==> config.mk <==
export PLATFORM = sky130hd
export DESIGN_NAME = fetch_unit_flat
export DESIGN_NICKNAME = d
export VERILOG_FILES = /design/src/rtl/fetch_unit_if.sv /design/src/rtl/fetch_unit.sv /design/src/flat_wrapper.sv
export SDC_FILE = /design/constraint.sdc
export NUM_CORES = 1
export LEC_CHECK = 0
export CAP_MARGIN = 20
export CORE_MARGIN = 2
export CORE_UTILIZATION = 50
export CTS_CLUSTER_DIAMETER = 120
export DETAILED_ROUTE_END_ITERATION = 7
export PLACE_DENSITY = 0.75
export SETUP_SLACK_MARGIN = 0.5
export SLEW_MARGIN = 40
export SYNTH_ARGS = -nofsm -noshare
export SYNTH_HDL_FRONTEND = slang
export SYNTH_SLANG_ARGS = --single-unit
==> constraint.sdc <==
create_clock -name clk -period 8.9 [get_ports clk]
set_clock_uncertainty 0.2 [all_clocks]
set_input_delay 0.89 -clock clk [delete_from_list [all_inputs] [get_ports clk]]
set_output_delay 0.89 -clock clk [all_outputs]
set_load 0.005 [all_outputs]
==> src/rtl/fetch_unit_if.sv <==
// fetch_unit_if: icache request/response and decode handshake bundle for the fetch stage
interface fetch_unit_if;
   logic        pc_valid;
   logic [31:0] pc_addr;
   logic        instr_valid;
   logic [31:0] instr;
   logic        fetch_valid;
   logic        fetch_ready;
   logic [31:0] fetch_pc;
   logic [31:0] fetch_instr;
   modport master (
      output pc_valid, pc_addr, fetch_valid, fetch_pc, fetch_instr,
      input  instr_valid, instr, fetch_ready
   );
   modport slave (
      input  pc_valid, pc_addr, fetch_valid, fetch_pc, fetch_instr,
      output instr_valid, instr, fetch_ready
   );
endinterface

==> src/rtl/fetch_unit.sv <==
// fetch_unit: PC generation, single-outstanding icache requests and a small {pc, instr} buffer for decode
module fetch_unit #(
   parameter logic [31:0] RESET_PC   = 32'h0000_0000,
   parameter int          FIFO_DEPTH = 2
) (
   input  logic        clk,
   input  logic        rst,
   input  logic        redirect_valid,
   input  logic [31:0] redirect_pc,
   fetch_unit_if.master bus
);
   localparam int AW = $clog2(FIFO_DEPTH);
   typedef enum logic [1:0] {IDLE, FETCH, GAP} state_t;
   state_t        state;
   logic [31:0]   mem_pc    [FIFO_DEPTH];
   logic [31:0]   mem_instr [FIFO_DEPTH];
   logic [AW-1:0] rd, wr, rd_n;
   logic [AW:0]   count, count_n;
   logic          squash;
   logic [31:0]   pend;
   logic [31:0]   target;
   logic          push, pop, room, head_new;
   always_comb begin
      target   = redirect_valid ? (redirect_pc & ~32'd3) : bus.pc_addr;
      pop      = bus.fetch_valid && bus.fetch_ready && !redirect_valid;
      push     = (state == FETCH) && bus.instr_valid && !squash && !redirect_valid;
      rd_n     = rd + AW'(pop);
      count_n  = redirect_valid ? '0 : count + (AW+1)'(push) - (AW+1)'(pop);
      room     = count_n < (AW+1)'(FIFO_DEPTH);
      // a push into an otherwise empty buffer becomes the head directly
      head_new = push && (count_n == (AW+1)'(1));
   end
   always_ff @(posedge clk) begin
      if (rst) begin
         state           <= IDLE;
         bus.pc_valid    <= 1'b0;
         bus.pc_addr     <= RESET_PC & ~32'd3;
         squash          <= 1'b0;
         pend            <= '0;
         rd              <= '0;
         wr              <= '0;
         count           <= '0;
         bus.fetch_valid <= 1'b0;
         bus.fetch_pc    <= '0;
         bus.fetch_instr <= 32'h0000_0013;
      end else begin
         if (push) begin
            mem_pc[wr]    <= bus.pc_addr;
            mem_instr[wr] <= bus.instr;
         end
         rd              <= redirect_valid ? '0 : rd_n;
         wr              <= redirect_valid ? '0 : wr + AW'(push);
         count           <= count_n;
         bus.fetch_valid <= count_n != '0;
         if (count_n != '0) begin
            bus.fetch_pc    <= head_new ? bus.pc_addr : mem_pc[rd_n];
            bus.fetch_instr <= head_new ? bus.instr : mem_instr[rd_n];
         end
         if (state == FETCH) begin
            if (bus.instr_valid) begin
               bus.pc_valid <= 1'b0;
               bus.pc_addr  <= redirect_valid ? target : squash ? pend : bus.pc_addr + 32'd4;
               squash       <= 1'b0;
               state        <= GAP;
            end else if (redirect_valid) begin
               // request stays on the bus; its response will be dropped
               squash <= 1'b1;
               pend   <= target;
            end
         end else begin
            bus.pc_addr  <= target;
            bus.pc_valid <= room;
            state        <= room ? FETCH : IDLE;
         end
      end
   end
endmodule
==> src/flat_wrapper.sv <==
// flat-port wrapper written by rule: the top's interface ports become plain ports
module fetch_unit_flat 
#(
   parameter logic [31:0] RESET_PC   = 32'h0000_0000,
   parameter int          FIFO_DEPTH = 2
)
  (clk, rst, redirect_valid, redirect_pc, bus_pc_valid, bus_pc_addr, bus_fetch_valid, bus_fetch_pc, bus_fetch_instr, bus_instr_valid, bus_instr, bus_fetch_ready);
  fetch_unit_if bus_i ();
  input  logic clk;
  input  logic rst;
  input  logic redirect_valid;
  input  logic [31:0] redirect_pc;
  output wire logic [$bits(bus_i.pc_valid)-1:0] bus_pc_valid;
  output wire logic [$bits(bus_i.pc_addr)-1:0] bus_pc_addr;
  output wire logic [$bits(bus_i.fetch_valid)-1:0] bus_fetch_valid;
  output wire logic [$bits(bus_i.fetch_pc)-1:0] bus_fetch_pc;
  output wire logic [$bits(bus_i.fetch_instr)-1:0] bus_fetch_instr;
  input wire logic [$bits(bus_i.instr_valid)-1:0] bus_instr_valid;
  input wire logic [$bits(bus_i.instr)-1:0] bus_instr;
  input wire logic [$bits(bus_i.fetch_ready)-1:0] bus_fetch_ready;
  assign bus_pc_valid = bus_i.pc_valid;
  assign bus_pc_addr = bus_i.pc_addr;
  assign bus_fetch_valid = bus_i.fetch_valid;
  assign bus_fetch_pc = bus_i.fetch_pc;
  assign bus_fetch_instr = bus_i.fetch_instr;
  assign bus_i.instr_valid = bus_instr_valid;
  assign bus_i.instr = bus_instr;
  assign bus_i.fetch_ready = bus_fetch_ready;
  fetch_unit #(.RESET_PC(RESET_PC), .FIFO_DEPTH(FIFO_DEPTH)) u_core (.clk(clk), .rst(rst), .redirect_valid(redirect_valid), .redirect_pc(redirect_pc), .bus(bus_i));
endmodule
==> results of run 1 <==
## power groups by stage
stage | sequential [W] | clock (W) | combinational (W)
floorplan | 0.00136 | 0 | 0.000122
finish | 0.00135 | 0.00116 | 0.000233
global route | 0.00135 | 0.00123 | 0.000252
detailed placement | 0.00137 | 0 | 0.000230
global placement | 0.00137 | 0 | 0.000225
CTS | 0.00135 | 0.00118 | 0.000231
## metrics by stage
stage | area [um^2] | cells | utilization, % | setup slack (ns) | hold WS, ns
2_1_floorplan | 11300 | 1039 | - | 3.90 | 0.233
3_3_place_gp | 13000 | 1413 | 59.3 | 3.29 | 0.241
3_5_place_dp | 13100 | 1416 | 59.6 | 3.97 | 0.247
4_1_cts | 14000 | 1465 | 63.7 | 4.52 | 0.256
5_1_grt | 14000 | 1465 | 63.8 | 4.26 | 0.266
6_report | 14000 | 1465 | 63.8 | 4.46 | 0.255
## final timing paths
kind	startpoint	to	slack [ns]	cells after the start
hold reg to reg	u_core.pend[2]$_SDFFE_PP0P_	u_core.pend[2]$_SDFFE_PP0P_	0.26	2
hold / removal	u_core.pend[2]$_SDFFE_PP0P_	u_core.pend[2]$_SDFFE_PP0P_	0.26	2
setup reg to reg	u_core.state[0]$_SDFFE_PP0P_	u_core.bus.fetch_pc[6]$_SDFFE_PP0P_	4.82	9
setup / recovery	bus_instr_valid	u_core.bus.fetch_pc[6]$_SDFFE_PP0P_	4.46	9
## flip-flops by register name, summed over array words and instances, names as in the netlist
register / cells
u_core.mem_instr: 64
u_core.mem_pc: 64
u_core.bus.fetch_instr: 32
u_core.bus.fetch_pc: 32
u_core.bus.pc_addr: 32
u_core.pend: 32
u_core.count: 2
u_core.state: 2
u_core.bus.fetch_valid: 1
u_core.rd: 1
u_core.squash: 1
u_core.wr: 1
## metal layers
metal | track usage [%] | vias up | share of wire, %
met1 | 33.4 | 4252 | 45
met4 | 6.68 | 0 | 1.7
met5 | 0 | - | 0
met3 | 3.58 | 50 | 7.4
met2 | 39.0 | 378 | 46
li1 | - | 4132 | -
## Yosys cell counts, drive strengths merged, types with 11 or more instances
cell type	instances	area share, %
nor2	115	3.8
o21ai	27	1.2
inv	13	0.43
dfxtp	136	24
mux2i	70	6.2
buf	42	2.0
nor3	16	0.71
a22o	66	5.1
clkbuf	40	1.3
a21oi	124	5.6
nor4	11	0.85
edfxtp	128	34
nand2	96	3.2
## logic make-up (layout without fill, tap and decap cells)
| group | Yosys count | in the layout | share of synthesized area [%] |
|---|---|---|---|
| adders and majority gates | 3 | 3 | 0.333 |
| muxes | 72 | 72 | 6.42 |
| AOI/OAI and AO/OA | 300 | 300 | 18.0 |
| and+or+nand+nor | 297 | 297 | 12.5 |
| DFF | 264 | 264 | 58.3 |
| buffers and inverters | 95 | 241 | 3.73 |
| xor gates and xnor gates | 8 | 8 | 0.744 |
## worst min-delay path: cells and delay by family, from the launching register on
kind	cells	cell delay (ns)
AOI/OAI and AO/OA	1	0.05
DFF	1	0.31
and+or+nand+nor	1	0.05
## area by class of cell
class	instances	area share, %
Clock buffer	34	5.23
Clock inverter	15	1.31
Inverter	13	0.349
Multi-Input combinational cell	680	31.0
Sequential cell	264	46.9
Tap cell	280	2.50
Timing Repair Buffer	179	12.7
==> reports/metrics.cfg, run 1 <==
[run_status]
status=finished, final reports clean

[global_routing]
grt_first_pass_wirelength_um=45900
grt_pass1_vias=8365
antenna_found_initial=0
grt_overflow=0
grt_max_degree=105
track_usage_pct=23.9

[synthesis]
yosys_warnings=0
ys_ff_latch=264
synth_edf_count=128
synth_fp_nets=1111
ys.flop_type=dfxtp_1
syn_inst=1039
synth.avg_cell_area_um2=10.8
yosysSeqAreaShare_pct=58.3
synthesis.area_um2=11300
synthArstFlopShare_pct=0
synth.distinct_cells=72

[cells_and_area]
multi_input_area_um2=4350
area.sequential_um2=6570
n_antenna_cell=0
fin_nets=1237
final_common_cell=clkdlybuf4s50_1
drive_gt1_share_pct=7.09
fill_cells=1737
final_cell_mix=clkdlybuf4s50_1, dfxtp_1, edfxtp_1
syn_to_final_growth_pct=24.2

[floorplan]
rows=54
io_pins=167
start_util_pct=51.3
die_h_um=154
dieArea_um2=23800
die_w_um=154
core_area_um2=22000

[route]
drc_errors=0
postRouteAntennaNets=0
wl_per_cell_um=19.8
routed_wl_um=29000
drt_iter0_markers=867
vias=8812
dr.pass1.iters=7
vias_per_cell=6.02

[clock_network]
cts_tree=yes
cts.htree.levels=1
cts_buffers=27
ctsResizeCount=0
clk_latency_ns=0.53
postCtsSetupRepairBufs=0
clock-root-buffer=clkbuf_16
clk_path_buf_depth=3
hold_buffers=0
clkTransAtPathRegs_ns=0.06
clock-sinks=264

[worst_setup_path]
max_stage_delay_ns=0.96
crit_buf_inv=2
crit_required_ns=9.13
arrival_ns=4.67
crit_family=buffers and inverters
criticalPathCategory=input pin to register
path_cells=clkdlybuf4s50_1 > nand2_1 > nor3_1 > ha_1 > xnor3_1 > nand4_1 > buf_6 > a21oi_1 > a22o_1
cp_max_fo=104
startpoint_type=input pin
crit_slowest_cell=clkdlybuf4s50_1
worstSetupEndpointType=register

[sta]
maxSlewHeadroom_pct=41.3
slew_violations=0
fin_crit_sh_pct=49.9
worst_pin_slew_ns=0.877
finalCriticalPeriod_ns=4.44
tns_ns=0
fmax_mhz=225
finalSetupViolations=0
final_hold_viol_count=0
rsz0062_at_grt=false

[power_and_ir_drop]
seqPwrFrac_pct=49.1
p_switching_w=0.000629
p_sw_share_pct=22.9
cellPowerDensity_nw_per_um2=196
p_comb_share_pct=8.5
power.internal_w=0.00212
vdd_drop_max_mv=0.115
total_power_w=0.00275
p_leak_nw=5.33
p_clk_share_pct=42.4

[place]
placement.io_buffers=164
place.gp.congestion=0.865
dp_hpwl_um=17800

[flow_run]
cap_violations=0

[worst_hold_path]
hold_class=register to register

(Power assumes the default switching activity.)
==> run 2: changes to the inputs <==
Clock period 8.9 ns to 4.6 ns, I/O delays scaled along.
==> reports/metrics.cfg, run 2 (same netlist as run 1, synthesis figures left out) <==
[run_status]
status=finished, final reports clean  ; unchanged

[clock_network]
ctsResizeCount=0  ; unchanged
clk_latency_ns=0.54  ; was 0.53 ns
cts_tree=yes  ; unchanged
clock-root-buffer=clkbuf_16  ; unchanged
clk_path_buf_depth=3  ; unchanged
postCtsSetupRepairBufs=0  ; unchanged
hold_buffers=0  ; unchanged
clock-sinks=264  ; unchanged
cts.htree.levels=1  ; unchanged
cts_buffers=28  ; was 27
clkTransAtPathRegs_ns=0.06  ; about the same

[worst_setup_path]
cp_max_fo=51  ; was 104
arrival_ns=4.01  ; was 4.67 ns
path_cells=and2b_1 > nand2_1 > nor3_1 > ha_1 > xnor3_1 > a21oi_1 > nor2_4 > buf_12 > a22o_1  ; was clkdlybuf4s50_1 > nand2_1 > nor3_1 > ha_1 > xnor3_1 > nand4_1 > buf_6 > a21oi_1 > a22o_1
worstSetupEndpointType=register  ; unchanged
crit_buf_inv=1  ; was 2
criticalPathCategory=register to register  ; was input pin to register
max_stage_delay_ns=0.50  ; was 0.96 ns
crit_family=simple AND/OR/NAND/NOR gates  ; was buffers and inverters
startpoint_type=register  ; was input pin
crit_slowest_cell=and2b_1  ; was clkdlybuf4s50_1
crit_required_ns=4.82  ; was 9.13 ns

[place]
placement.io_buffers=164  ; unchanged
place.gp.congestion=0.887  ; was 0.865
dp_hpwl_um=18300  ; was 17800 um
dp_cells=1423  ; was 1416

[sta]
finalCriticalPeriod_ns=3.78
final_hold_viol_count=0  ; unchanged
finalSetupViolations=0  ; unchanged
maxSlewHeadroom_pct=37.6  ; was 41.3%
tns_ns=0  ; unchanged
fmax_mhz=264
fin_crit_sh_pct=82.3
worst_pin_slew_ns=0.933  ; was 0.877 ns
slew_violations=0  ; unchanged
rsz0062_at_grt=false  ; unchanged

[floorplan]
core_area_um2=22000  ; unchanged
start_util_pct=51.3  ; unchanged
dieArea_um2=23800  ; unchanged
die_w_um=154  ; unchanged
io_pins=167  ; unchanged
rows=54  ; unchanged
die_h_um=154  ; unchanged

[global_routing]
grt_max_degree=76  ; was 105
antenna_found_initial=0  ; unchanged
grt_first_pass_wirelength_um=45500  ; was 45900 um
grt_overflow=0  ; unchanged
grt_pass1_vias=8445  ; was 8365
track_usage_pct=23.7  ; was 23.9%

[route]
vias=8742  ; was 8812
dr.pass1.iters=7  ; unchanged
wl_per_cell_um=19.7  ; was 19.8 um
vias_per_cell=5.93  ; was 6.02
postRouteAntennaNets=0  ; unchanged
drc_errors=0  ; unchanged
drt_iter0_markers=813  ; was 867
routed_wl_um=29000  ; about the same

[cells_and_area]
drive_gt1_share_pct=7.53  ; was 7.09%
fin_nets=1245  ; was 1237
n_antenna_cell=0  ; unchanged
final_cell_mix=clkdlybuf4s50_1, dfxtp_1, edfxtp_1  ; unchanged
utilization_pct=64.8  ; was 63.8%
top_regs=u_core.mem_instr (64), u_core.mem_pc (64)  ; unchanged
syn_to_final_growth_pct=26.3  ; was 24.2%
fill_cells=1722  ; was 1737
final_common_cell=clkdlybuf4s50_1  ; unchanged
layoutNonFillerInstCount=1475  ; was 1465

[power_and_ir_drop]
p_leak_nw=5.44  ; was 5.33 nW
cellPowerDensity_nw_per_um2=390  ; was 196 nW/um^2
vdd_drop_max_mv=0.253  ; was 0.115 mV

[flow_run]
cap_violations=0  ; unchanged

[worst_hold_path]
hold_class=input pin to register  ; was register to register

==> run 2: cell count changes in the layout (fill, tap and decap cells not counted), moves of 2 or more <==
cell / previous run / this run
clkinv_2: 7 / 2
buf_4: 11 / 15
buf_12: 1 / 7
nor2_2: 2 / 0
nor2_1: 111 / 113
clkbuf_8: 3 / 6
clkbuf_16: 27 / 29
buf_6: 3 / 0
bufinv_16: 4 / 6
clkinv_1: 1 / 4
==> run 2: layer usage <==
| metal | track usage, % | vias to the layer above | part of all wire (%) |
|---|---|---|---|
| li1 | - | 4161 | - |
| met1 | 31.9 | 4204 | 43 |
| met2 | 40.2 | 327 | 47 |
| met3 | 3.58 | 50 | 7.2 |
| met4 | 6.28 | 0 | 2.0 |
| met5 | 0 | - | 0 |
==> run 2: path summary, 6_finish.rpt <==
| check | from | end | slack [ns] | cells after the start |
|---|---|---|---|---|
| min | rst | u_core.bus.pc_addr[8]$_SDFFE_PP0P_ | 0.25 | 4 |
| min reg2reg | u_core.pend[21]$_SDFFE_PP0P_ | u_core.pend[21]$_SDFFE_PP0P_ | 0.25 | 2 |
| max reg2reg | u_core.state[0]$_SDFFE_PP0P_ | u_core.bus.fetch_instr[8]$_SDFFE_PP0P_ | 0.82 | 9 |
| max | u_core.state[0]$_SDFFE_PP0P_ | u_core.bus.fetch_instr[8]$_SDFFE_PP0P_ | 0.82 | 9 |
==> run 2: worst reg2reg max path: stages, from the launching register on <==
cell	delay, ns
dfxtp_1	0.47
and2b_1	0.50
nand2_1	0.28
nor3_1	0.35
ha_1	0.28
xnor3_1	0.40
a21oi_1	0.46
nor2_4	0.16
buf_12	0.26
a22o_1	0.31
==> run 2: metrics by stage <==
stage / hold WS (ns) / total power [W] / cell area (um^2) / setup slack [ns]
2_1_floorplan: 0.233 / 0.00286 / 11300 / 1.09
3_3_place_gp: 0.241 / 0.00310 / 13200 / 0.893
3_5_place_dp: 0.247 / 0.00311 / 13200 / 0.819
4_1_cts: 0.224 / 0.00559 / 14200 / 0.850
5_1_grt: 0.269 / 0.00574 / 14200 / 0.560
6_report: 0.245 / 0.00555 / 14200 / 0.815
==> run 2: layout make-up <==
type,count,area (um^2),area share [%]
Sequential cell,264,6570,46.1
Multi-Input combinational cell,680,4340,30.5
Timing Repair Buffer,186,1890,13.3
Clock buffer,39,823,5.78
Tap cell,280,350,2.46
Clock inverter,13,214,1.50
Inverter,13,48.8,0.343
==> run 2: power breakdown <==
| group | internal [W] | switching (W) |
|---|---|---|
| registers | 0.00253 | 0.0000830 |
| logic | 0.000222 | 0.000234 |
| clock network | 0.00158 | 0.000908 |
==> run 3: changes to the inputs <==
Settings changed: CORE_UTILIZATION 50 to 49, PLACE_DENSITY 0.75 to 0.76.
Clock period 4.6 ns to 3.2 ns, I/O delays scaled along.
==> reports/metrics.cfg, run 3 (same netlist as run 1, synthesis figures left out) <==
[cells_and_area]
layoutNonFillerInstCount=1502  ; was 1475
top_regs=u_core.mem_instr (64), u_core.mem_pc (64)  ; unchanged
final_common_cell=clkdlybuf4s50_1  ; unchanged
multi_input_area_um2=4380  ; was 4340 um^2
final_cell_mix=clkdlybuf4s50_1, dfxtp_1, edfxtp_1  ; unchanged
syn_to_final_growth_pct=26.7  ; was 26.3%
n_antenna_cell=0  ; unchanged
area.sequential_um2=6570  ; about the same
drive_gt1_share_pct=9.45  ; was 7.53%
fill_cells=1763  ; was 1722
fin_nets=1269  ; was 1245

[power_and_ir_drop]
p_switching_w=0.00170  ; was 0.00123 W
power.internal_w=0.00567  ; was 0.00433 W
p_sw_share_pct=23.1  ; was 22.1%
cellPowerDensity_nw_per_um2=516  ; was 390 nW/um^2
p_leak_nw=5.48  ; was 5.44 nW
seqPwrFrac_pct=50.8  ; was 47.0%
p_clk_share_pct=39.8  ; was 44.8%
p_comb_share_pct=9.4  ; was 8.2%
vdd_drop_max_mv=0.273  ; was 0.253 mV

[worst_setup_path]
arrival_ns=2.78  ; was 4.01 ns
criticalPathCategory=register to register  ; unchanged
worstSetupEndpointType=register  ; unchanged
cp_max_fo=42  ; was 51
crit_required_ns=3.46  ; was 4.82 ns
startpoint_type=register  ; unchanged

[sta]
finalCriticalPeriod_ns=2.52  ; was 3.78 ns
rsz0062_at_grt=true  ; was false
slew_violations=0  ; unchanged
maxSlewHeadroom_pct=47.3  ; was 37.6%
fin_crit_sh_pct=78.8  ; was 82.3%
setup_ws_ns=0.679  ; was 0.815 ns
finalSetupViolations=0  ; unchanged
tns_ns=0  ; unchanged
fmax_mhz=397  ; was 264 MHz
final_hold_viol_count=0  ; unchanged
worst_pin_slew_ns=0.790  ; was 0.933 ns

[floorplan]
io_pins=167  ; unchanged
die_h_um=156  ; was 154 um
dieArea_um2=24200  ; was 23800 um^2
rows=55  ; was 54
core_area_um2=22600  ; was 22000 um^2
start_util_pct=49.8  ; was 51.3%
die_w_um=156  ; was 154 um

[clock_network]
cts.htree.levels=1  ; unchanged
cts_tree=yes  ; unchanged
clk_path_buf_depth=3  ; unchanged
clkTransAtPathRegs_ns=0.06  ; about the same
clock-root-buffer=clkbuf_16  ; unchanged
clock-sinks=264  ; unchanged
cts_buffers=27  ; was 28
clk_latency_ns=0.53  ; was 0.54 ns

[global_routing]
grt_first_pass_wirelength_um=46000  ; was 45500 um
grt_overflow=0  ; unchanged
grt_pass1_vias=8456  ; was 8445
grt_max_degree=71  ; was 76
antenna_found_initial=0  ; unchanged
track_usage_pct=23.7  ; about the same

[route]
dr.pass1.iters=6  ; was 7
routed_wl_um=29600  ; was 29000 um
wl_per_cell_um=19.7  ; about the same
drc_errors=0  ; unchanged
vias_per_cell=5.99  ; was 5.93
drt_iter0_markers=804  ; was 813
postRouteAntennaNets=0  ; unchanged
vias=8993  ; was 8742

[place]
placement.io_buffers=164  ; unchanged
pre_cts_slack_ns=0.207  ; was 0.819 ns
dp_cells=1451  ; was 1423
dp_hpwl_um=19100  ; was 18300 um
place.gp.congestion=0.872  ; was 0.887

[flow_run]
cap_violations=0  ; unchanged

[worst_hold_path]
hold_class=input pin to register  ; unchanged

[run_status]
status=finished, final reports clean  ; unchanged

==> run 3: cell types whose count changed in the layout (fill, tap and decap cells not counted), sizes merged <==
cell,previous run,this run
buf,23,48
bufinv,6,0
clkbuf,39,44
clkdlybuf4s50,163,162
clkinv,6,3
clkinvlp,0,1
dlygate4sd3,0,1
==> run 3: path summary, 6_finish.rpt <==
| kind | from | to | slack (ns) | cells after the start |
|---|---|---|---|---|
| worst max-delay path | u_core.state[0]$_SDFFE_PP0P_ | u_core.bus.fetch_instr[3]$_SDFFE_PP0P_ | 0.68 | 9 |
| worst max register to register | u_core.state[0]$_SDFFE_PP0P_ | u_core.bus.fetch_instr[3]$_SDFFE_PP0P_ | 0.68 | 9 |
| worst min-delay path | redirect_valid | u_core.count[0]$_SDFF_PP0_ | 0.12 | 3 |
| worst min register to register | u_core.pend[6]$_SDFFE_PP0P_ | u_core.pend[6]$_SDFFE_PP0P_ | 0.26 | 2 |
==> run 3: cell type report <==
class | count | share of cell area, %
flip-flops and latches | 264 | 46.0
well taps | 285 | 2.50
repair buffers | 211 | 14.7
inverters | 13 | 0.342
clock buffers | 44 | 5.60
clock inverters | 5 | 0.193
multi-input cells | 680 | 30.7
==> run 3: what timing repair did <==
action | CTS | global route
setup endpoints to repair | 50 | 61
endpoints found under the hold margin | 3 | 0
hold buffers | 1 | 0
resized for setup | 1 | 6
setup buffers | 0 | 1
pin swaps | 0 | 1
==> run 3: power by group through the flow <==
stage               Combinational [W]  Sequential [W]  Clock [W]
global placement             0.000669         0.00381          0
detailed placement           0.000682         0.00381          0
CTS                          0.000687         0.00374    0.00299
global route                 0.000749         0.00375    0.00314
floorplan                    0.000342         0.00378          0
finish                       0.000693         0.00374    0.00294
==> run 3: per-layer routing <==
layer | share of wire (%) | track usage, %
met1 | 42 | 32.7
met2 | 47 | 38.3
met3 | 9.2 | 4.81
met4 | 2.0 | 6.82
met5 | 0 | 0
==> run 3: per-stage QoR <==
stage / hold slack (ns) / power [W] / util (%) / area [um^2]
final: 0.116 / 0.00737 / 63.1 / 14300
after global routing: 0.117 / 0.00765 / 63.1 / 14300
after CTS: 0.103 / 0.00741 / 62.9 / 14200
after detailed placement: 0.246 / 0.00449 / 59.2 / 13400
after global placement: 0.241 / 0.00448 / 59.2 / 13400
after floorplan: 0.219 / 0.00412 / - / 11300
==> run 3: critical path: stages, from the launching register on <==
cell,delay (ns)
dfxtp_4,0.40
and2b_1,0.16
nand2_2,0.12
nor3_4,0.15
ha_2,0.31
inv_1,0.15
a21oi_2,0.11
nor2_4,0.36
buf_12,0.29
a22o_1,0.19
